$ cat config.mk
export PLATFORM = sky130hd
export DESIGN_NAME = instr_fetch
export DESIGN_NICKNAME = d
export VERILOG_FILES = /design/src/rtl/instr_fetch_pkg.sv /design/src/rtl/instr_fetch_fifo.sv /design/src/rtl/instr_fetch.sv
export SDC_FILE = /design/constraint.sdc
export NUM_CORES = 1
export LEC_CHECK = 0
export CORE_MARGIN = 4
export CORE_UTILIZATION = 35
export CTS_CLUSTER_DIAMETER = 120
export CTS_CLUSTER_SIZE = 28
export DETAILED_ROUTE_END_ITERATION = 12
export PLACE_DENSITY = 0.59
export SKIP_LAST_GASP = 1
export SYNTH_ARGS = -nofsm -noshare
export SYNTH_HDL_FRONTEND = slang
export SYNTH_SLANG_ARGS = --single-unit
$ cat constraint.sdc
create_clock -name clk -period 5.2 [get_ports clk]
set_input_delay 0.52 -clock clk [delete_from_list [all_inputs] [get_ports clk]]
set_output_delay 0.52 -clock clk [all_outputs]
set_load 0.01 [all_outputs]
$ cat src/rtl/instr_fetch_pkg.sv
// Shared fetch/decode definitions: widths, reset defaults, NOP encoding, RV32 opcodes.
package instr_fetch_pkg;

   localparam int          XLEN         = 32;
   localparam logic [31:0] RESET_PC_DEF = 32'h0000_0000;
   localparam logic [31:0] INSTR_NOP    = 32'h0000_0013;

   localparam logic [6:0] OPCODE_LUI    = 7'b0110111;
   localparam logic [6:0] OPCODE_AUIPC  = 7'b0010111;
   localparam logic [6:0] OPCODE_JAL    = 7'b1101111;
   localparam logic [6:0] OPCODE_JALR   = 7'b1100111;
   localparam logic [6:0] OPCODE_BRANCH = 7'b1100011;
   localparam logic [6:0] OPCODE_LOAD   = 7'b0000011;
   localparam logic [6:0] OPCODE_STORE  = 7'b0100011;
   localparam logic [6:0] OPCODE_OP_IMM = 7'b0010011;
   localparam logic [6:0] OPCODE_OP     = 7'b0110011;
   localparam logic [6:0] OPCODE_SYSTEM = 7'b1110011;

endpackage

$ cat src/rtl/instr_fetch_fifo.sv
// Fetch queue: small synchronous FIFO of {pc, instr}; flush beats push and pop.
module instr_fetch_fifo
   import instr_fetch_pkg::*;
#(
   parameter int AW    = XLEN,
   parameter int DEPTH = 2,
   localparam int PW   = $clog2(DEPTH),
   localparam int CW   = PW + 1
) (
   input  logic          clk,
   input  logic          rst,
   input  logic          push,
   input  logic          pop,
   input  logic          flush,
   input  logic [AW-1:0] push_pc,
   input  logic [31:0]   push_instr,
   output logic          full,
   output logic          empty,
   output logic [CW-1:0] count,
   output logic [AW-1:0] head_pc,
   output logic [31:0]   head_instr
);

   logic [AW-1:0] r_pc_mem    [DEPTH];
   logic [31:0]   r_instr_mem [DEPTH];
   logic [PW-1:0] r_rd_ptr;
   logic [PW-1:0] r_wr_ptr;
   logic [CW-1:0] r_count;
   logic          w_push_ok;
   logic          w_pop_ok;

   assign empty     = (r_count == '0);
   assign full      = (r_count == CW'(DEPTH));
   assign w_pop_ok  = pop & ~empty;
   // A push into a full queue is only legal when the head leaves in the same cycle.
   assign w_push_ok = push & (~full | w_pop_ok);

   // Pointer and occupancy bookkeeping.
   always_ff @(posedge clk or posedge rst) begin
      if (rst) begin
         r_rd_ptr <= '0;
         r_wr_ptr <= '0;
         r_count  <= '0;
      end else if (flush) begin
         r_rd_ptr <= '0;
         r_wr_ptr <= '0;
         r_count  <= '0;
      end else begin
         if (w_push_ok) r_wr_ptr <= r_wr_ptr + PW'(1);
         if (w_pop_ok)  r_rd_ptr <= r_rd_ptr + PW'(1);
         case ({w_push_ok, w_pop_ok})
            2'b10:   r_count <= r_count + CW'(1);
            2'b01:   r_count <= r_count - CW'(1);
            default: r_count <= r_count;
         endcase
      end
   end

   // Entry storage; contents are don't-care until counted, so no reset.
   always_ff @(posedge clk) begin
      if (w_push_ok & ~flush) begin
         r_pc_mem[r_wr_ptr]    <= push_pc;
         r_instr_mem[r_wr_ptr] <= push_instr;
      end
   end

   assign count      = r_count;
   assign head_pc    = r_pc_mem[r_rd_ptr];
   assign head_instr = r_instr_mem[r_rd_ptr];

endmodule

$ cat src/rtl/instr_fetch.sv
// Instruction fetch: PC register, imem req/ack issue control, stale-response drop, queue to ID.
module instr_fetch
   import instr_fetch_pkg::*;
#(
   parameter int              XLEN     = instr_fetch_pkg::XLEN,
   parameter logic [XLEN-1:0] RESET_PC = RESET_PC_DEF,
   parameter int              FQ_DEPTH = 2
) (
   input  logic            clk,
   input  logic            rst,
   output logic            imem_req,
   output logic [XLEN-1:0] imem_addr,
   input  logic            imem_ack,
   input  logic [31:0]     imem_rdata,
   input  logic            redirect_valid,
   input  logic [XLEN-1:0] redirect_pc,
   output logic            if_valid,
   output logic [31:0]     if_instr,
   output logic [XLEN-1:0] if_pc,
   input  logic            id_ready
);

   localparam int CW = $clog2(FQ_DEPTH) + 1;
   localparam int OW = CW + 1;

   logic [XLEN-1:0] r_fetch_pc;
   logic [XLEN-1:0] r_addr;
   logic            r_req_pending;
   logic            r_drop;

   logic            w_full;
   logic            w_empty;
   logic [CW-1:0]   w_count;
   logic [XLEN-1:0] w_head_pc;
   logic [31:0]     w_head_instr;
   logic            w_pop;
   logic            w_push;
   logic            w_in_flight;
   logic [OW-1:0]   w_occ_next;
   logic            w_issue;
   logic [XLEN-1:0] w_redirect_aligned;

   assign w_redirect_aligned = redirect_pc & ~XLEN'(3);
   assign w_pop  = ~w_empty & id_ready;
   // A redirect squashes the word arriving this cycle as well as anything queued.
   assign w_push = imem_ack & r_req_pending & ~r_drop & ~redirect_valid & (~w_full | w_pop);
   // A request still outstanding after this cycle already owns a queue slot.
   assign w_in_flight = r_req_pending & ~imem_ack & ~r_drop;
   assign w_occ_next  = OW'(w_count) + OW'(w_push) + OW'(w_in_flight) - OW'(w_pop);
   assign w_issue     = (~r_req_pending | imem_ack) & ~redirect_valid
                      & (w_occ_next < OW'(FQ_DEPTH));

   // Fetch PC, request handshake and stale-response drop flag.
   always_ff @(posedge clk or posedge rst) begin
      if (rst) begin
         r_fetch_pc    <= RESET_PC;
         r_addr        <= RESET_PC;
         r_req_pending <= 1'b0;
         r_drop        <= 1'b0;
      end else begin
         if (redirect_valid)
            r_fetch_pc <= w_redirect_aligned;
         else if (w_issue)
            r_fetch_pc <= r_fetch_pc + XLEN'(4);

         if (w_issue) begin
            r_req_pending <= 1'b1;
            r_addr        <= r_fetch_pc;
         end else if (imem_ack) begin
            r_req_pending <= 1'b0;
         end

         if (redirect_valid & r_req_pending & ~imem_ack)
            r_drop <= 1'b1;
         else if (imem_ack)
            r_drop <= 1'b0;
      end
   end

   instr_fetch_fifo #(
      .AW    (XLEN),
      .DEPTH (FQ_DEPTH)
   ) u_fq (
      .clk        (clk),
      .rst        (rst),
      .push       (w_push),
      .pop        (w_pop),
      .flush      (redirect_valid),
      .push_pc    (r_addr),
      .push_instr (imem_rdata),
      .full       (w_full),
      .empty      (w_empty),
      .count      (w_count),
      .head_pc    (w_head_pc),
      .head_instr (w_head_instr)
   );

   assign imem_req  = r_req_pending;
   assign imem_addr = r_addr;
   assign if_valid  = ~w_empty;
   assign if_instr  = w_empty ? INSTR_NOP : w_head_instr;
   assign if_pc     = w_empty ? '0 : w_head_pc;

endmodule

==> impl_metrics.py <==
metrics = {
    "run_status": {
        "run_status": "completed",
    },
    "sta": {
        "clock_skew_ps": 11.42,
        "slew_violations": 0,
        "hold_viol_final": 0,
        "rsz0062_at_grt": "no",
        "totalNegativeSetupSlack_ps": 0,
        "period_share_pct": 87.35,
        "setup_viol_count_final": 0,
        "whs_ps": 478.9,
        "worst_pin_slew_ps": 839.6,
        "slew_headroom_pct": 44.03,
        "fin_crit_ps": 4542,
        "max_freq_ghz": 0.2201,
    },
    "place": {
        "gp_congestion": 0.8605,
        "dp.cells": 1100,
        "port_buffers": 160,
        "hpwl_um": 13330,
    },
    "global_route": {
        "grt_usage_pct": 15.28,
        "first_global_vias": 5418,
        "antenna_found_initial": 0,
        "grt-ovfl-total": 0,
        "grt_pass1_wl_um": 31250,
        "grt_max_degree": 61,
    },
    "routing": {
        "vias_per_cell": 5.004,
        "dr_total_vias": 5664,
        "wirelength_um": 19600,
        "drtAntennaViolNets": 0,
        "drc": 0,
        "first_pass_iters": 6,
        "routedWlPerCell_um": 17.32,
        "drt_iter0_markers": 438,
    },
    "cts": {
        "cts_tree": "built",
        "ctsLongestPathBuffers": 2,
        "cts_setup_buffers": 0,
        "clkSinkCount": 190,
        "post_cts_resized": 0,
        "root_buffer": "clkbuf_16",
        "ctsHoldBuffers": 0,
        "clkLatencyLatePin_ps": 430,
        "cts_buffers": 17,
        "cts_max_level": 4,
        "clk_pin_slew_ps": 80,
    },
    "setup_path": {
        "cp-end-kind": "flop",
        "cpPeakStageDelay_ps": 800,
        "cp-startpoint": "imem_ack",
        "worstPathCellList": "clkdlybuf4s50_1 -> nor4bb_1 -> buf_4 -> o31a_1 -> ha_1 -> a31o_2 -> fa_1 -> or2_2 -> or3_2 -> buf_4 -> o311ai_0 -> o311ai_0",
        "rr_startpoint": "r_drop$_DFFE_PP0P_",
        "crit_slowest_cell": "or3_2",
        "cp-start-kind": "input pin",
        "worst-path-max-fanout": 38,
        "crit_type": "in2reg",
        "crit_required_ps": 5470,
        "arrival_ps": 4810,
    },
    "floorplan": {
        "row_count": 55,
        "die_area_um2": 25880,
        "start_util_pct": 35.80,
        "coreArea_um2": 22850,
        "ioPinCount": 167,
        "die_y_um": 160.9,
        "die_x_um": 160.9,
    },
    "synth": {
        "ys_seq_area_share_pct": 65.72,
        "synthFlopType": "edfxtp_1",
        "avgSynthCellArea_um2": 12.53,
        "synthArstFlopShare_pct": 34.74,
        "ys.warnings.count": 0,
        "synth_largest_area_cell": "edfxtp_1",
        "synth_edf_count": 124,
        "synth_top_area_share_pct": 45.53,
        "ys_types": 58,
        "yosys_register_bits": 190,
        "yosys-top-cells-count": "edfxtp_1 (124), nand2_1 (107), mux2i_1 (68)",
        "yosysMostFrequentCell": "edfxtp_1",
        "synthCells": 653,
        "netlist_area_um2": 8179,
        "synth_area_leaders": "edfxtp_1 (46%), dfrtp_1 (20%), mux2i_1 (8.3%)",
    },
    "finish": {
        "drive_gt1_share_pct": 6.960,
        "syn_to_final_growth_pct": 30.75,
        "final_cells": 1132,
        "n_antenna_cell": 0,
        "num-nets-final": 879,
    },
    "pwr": {
        "ir_drop_v": 0.0002052,
        "power_density_nw_per_um2": 363.2,
        "p_leak_nw": 3.784,
    },
    "job": {
        "drv_cap": 0,
    },
    "hold_path": {
        "min_path_type": "in2async",
    },
}
[placed cells by master, fill, tap and decap left out, drive strengths merged, types with 8 or more instances in the layout]
| master | count |
|---|---|
| clkdlybuf4s50 | 160 |
| edfxtp | 124 |
| nand2 | 107 |
| mux2i | 68 |
| dfrtp | 66 |
| nor2 | 64 |
| inv | 25 |
| clkbuf | 17 |
| o21ai | 14 |
| o311ai | 13 |
| buf | 13 |
| nand3 | 12 |
| nor4 | 10 |
| nand4 | 10 |
| o211ai | 8 |
| nor3 | 8 |
| or4 | 8 |
[sequential cells by signal, summed over array words and instances, names as in the netlist]
signal and flops:
u_fq.r_instr_mem 64, u_fq.count 2, r_drop 1, imem_addr 30
r_fetch_pc 30, u_fq.r_wr_ptr 1, u_fq.r_pc_mem 60, u_fq.r_rd_ptr 1
imem_req 1
[layer usage]
metal / GRT usage, % / routed length [um] / up-vias
met5: 0 / 0 / -
met4: 3.528 / 193 / 0
met3: 4.080 / 1317 / 13
met2: 22.72 / 8674 / 208
met1: 22.46 / 9418 / 2735
li1: - / - / 2708
[logic make-up (layout without fill, tap and decap cells)]
group                    after synthesis  after routing  share of synthesized area [%]
AND/OR/NAND/NOR                      250            250                          14.32
AO/OA/AOI/OAI                         79             79                          7.343
XOR/XNOR                               4              4                         0.4283
multiplexers                          68             68                          8.322
other                                  1              4                        0.04585
flip-flops                           190            190                          65.72
adder cells (fa/ha/maj)                4              4                         0.7037
buffers and inverters                 57            220                          3.121
[final cells by class]
class / count / area [um^2]
Clock inverter: 15 / 146.4
Sequential cell: 190 / 5379
Inverter: 15 / 56.30
Multi-Input combinational cell: 409 / 2584
Fill cell: 2135 / 12150
Clock buffer: 17 / 425.4
Timing Repair Buffer: 173 / 1712
Tap cell: 313 / 391.6
[report_power, final]
| part | internal [mW] | total, mW | switching, mW |
|---|---|---|---|
| Combinational | 0.335 | 0.662 | 0.326 |
| Clock | 0.640 | 1.25 | 0.613 |
| Sequential | 1.81 | 1.97 | 0.163 |
| Total | 2.78 | 3.88 | 1.10 |
[final timing paths]
| check | endpoint | slack, ps | depth (start not counted) |
|---|---|---|---|
| min | r_fetch_pc[20]$_DFFE_PP0P_ | 480 | 2 |
| max in group asynchronous | imem_addr[2]$_DFFE_PP0P_ | 3780 | 3 |
| min in group clk | u_fq.r_pc_mem[1][2]$_DFFE_PP_ | 490 | 0 |
| max | r_fetch_pc[13]$_DFFE_PP0P_ | 660 | 12 |
| max reg2reg | r_fetch_pc[13]$_DFFE_PP0P_ | 870 | 11 |
| min reg2reg | u_fq.r_pc_mem[1][2]$_DFFE_PP_ | 490 | 0 |
[critical path: cells and delay by family]
family / cells / cell delay [ps]
AOI/OAI and AO/OA: 4 / 990
adders and majority gates: 2 / 750
buffers and inverters: 3 / 1010
and+or+nand+nor: 3 / 1500
[stage by stage]
step / worst slack [ps] / area (um^2) / total power [mW] / utilization [%]
final: 657.5 / 10690 / 3.884 / 46.81
after global routing: 386.5 / 10690 / 4.076 / 46.81
after CTS: 685.5 / 10690 / 3.930 / 46.81
after detailed placement: 225.4 / 10120 / 2.677 / 44.30
after global placement: 346.4 / 10120 / 2.665 / 44.30
after floorplan: 684.9 / 8190 / 2.278 / -
No activity file was read; power rests on OpenSTA's default activity.
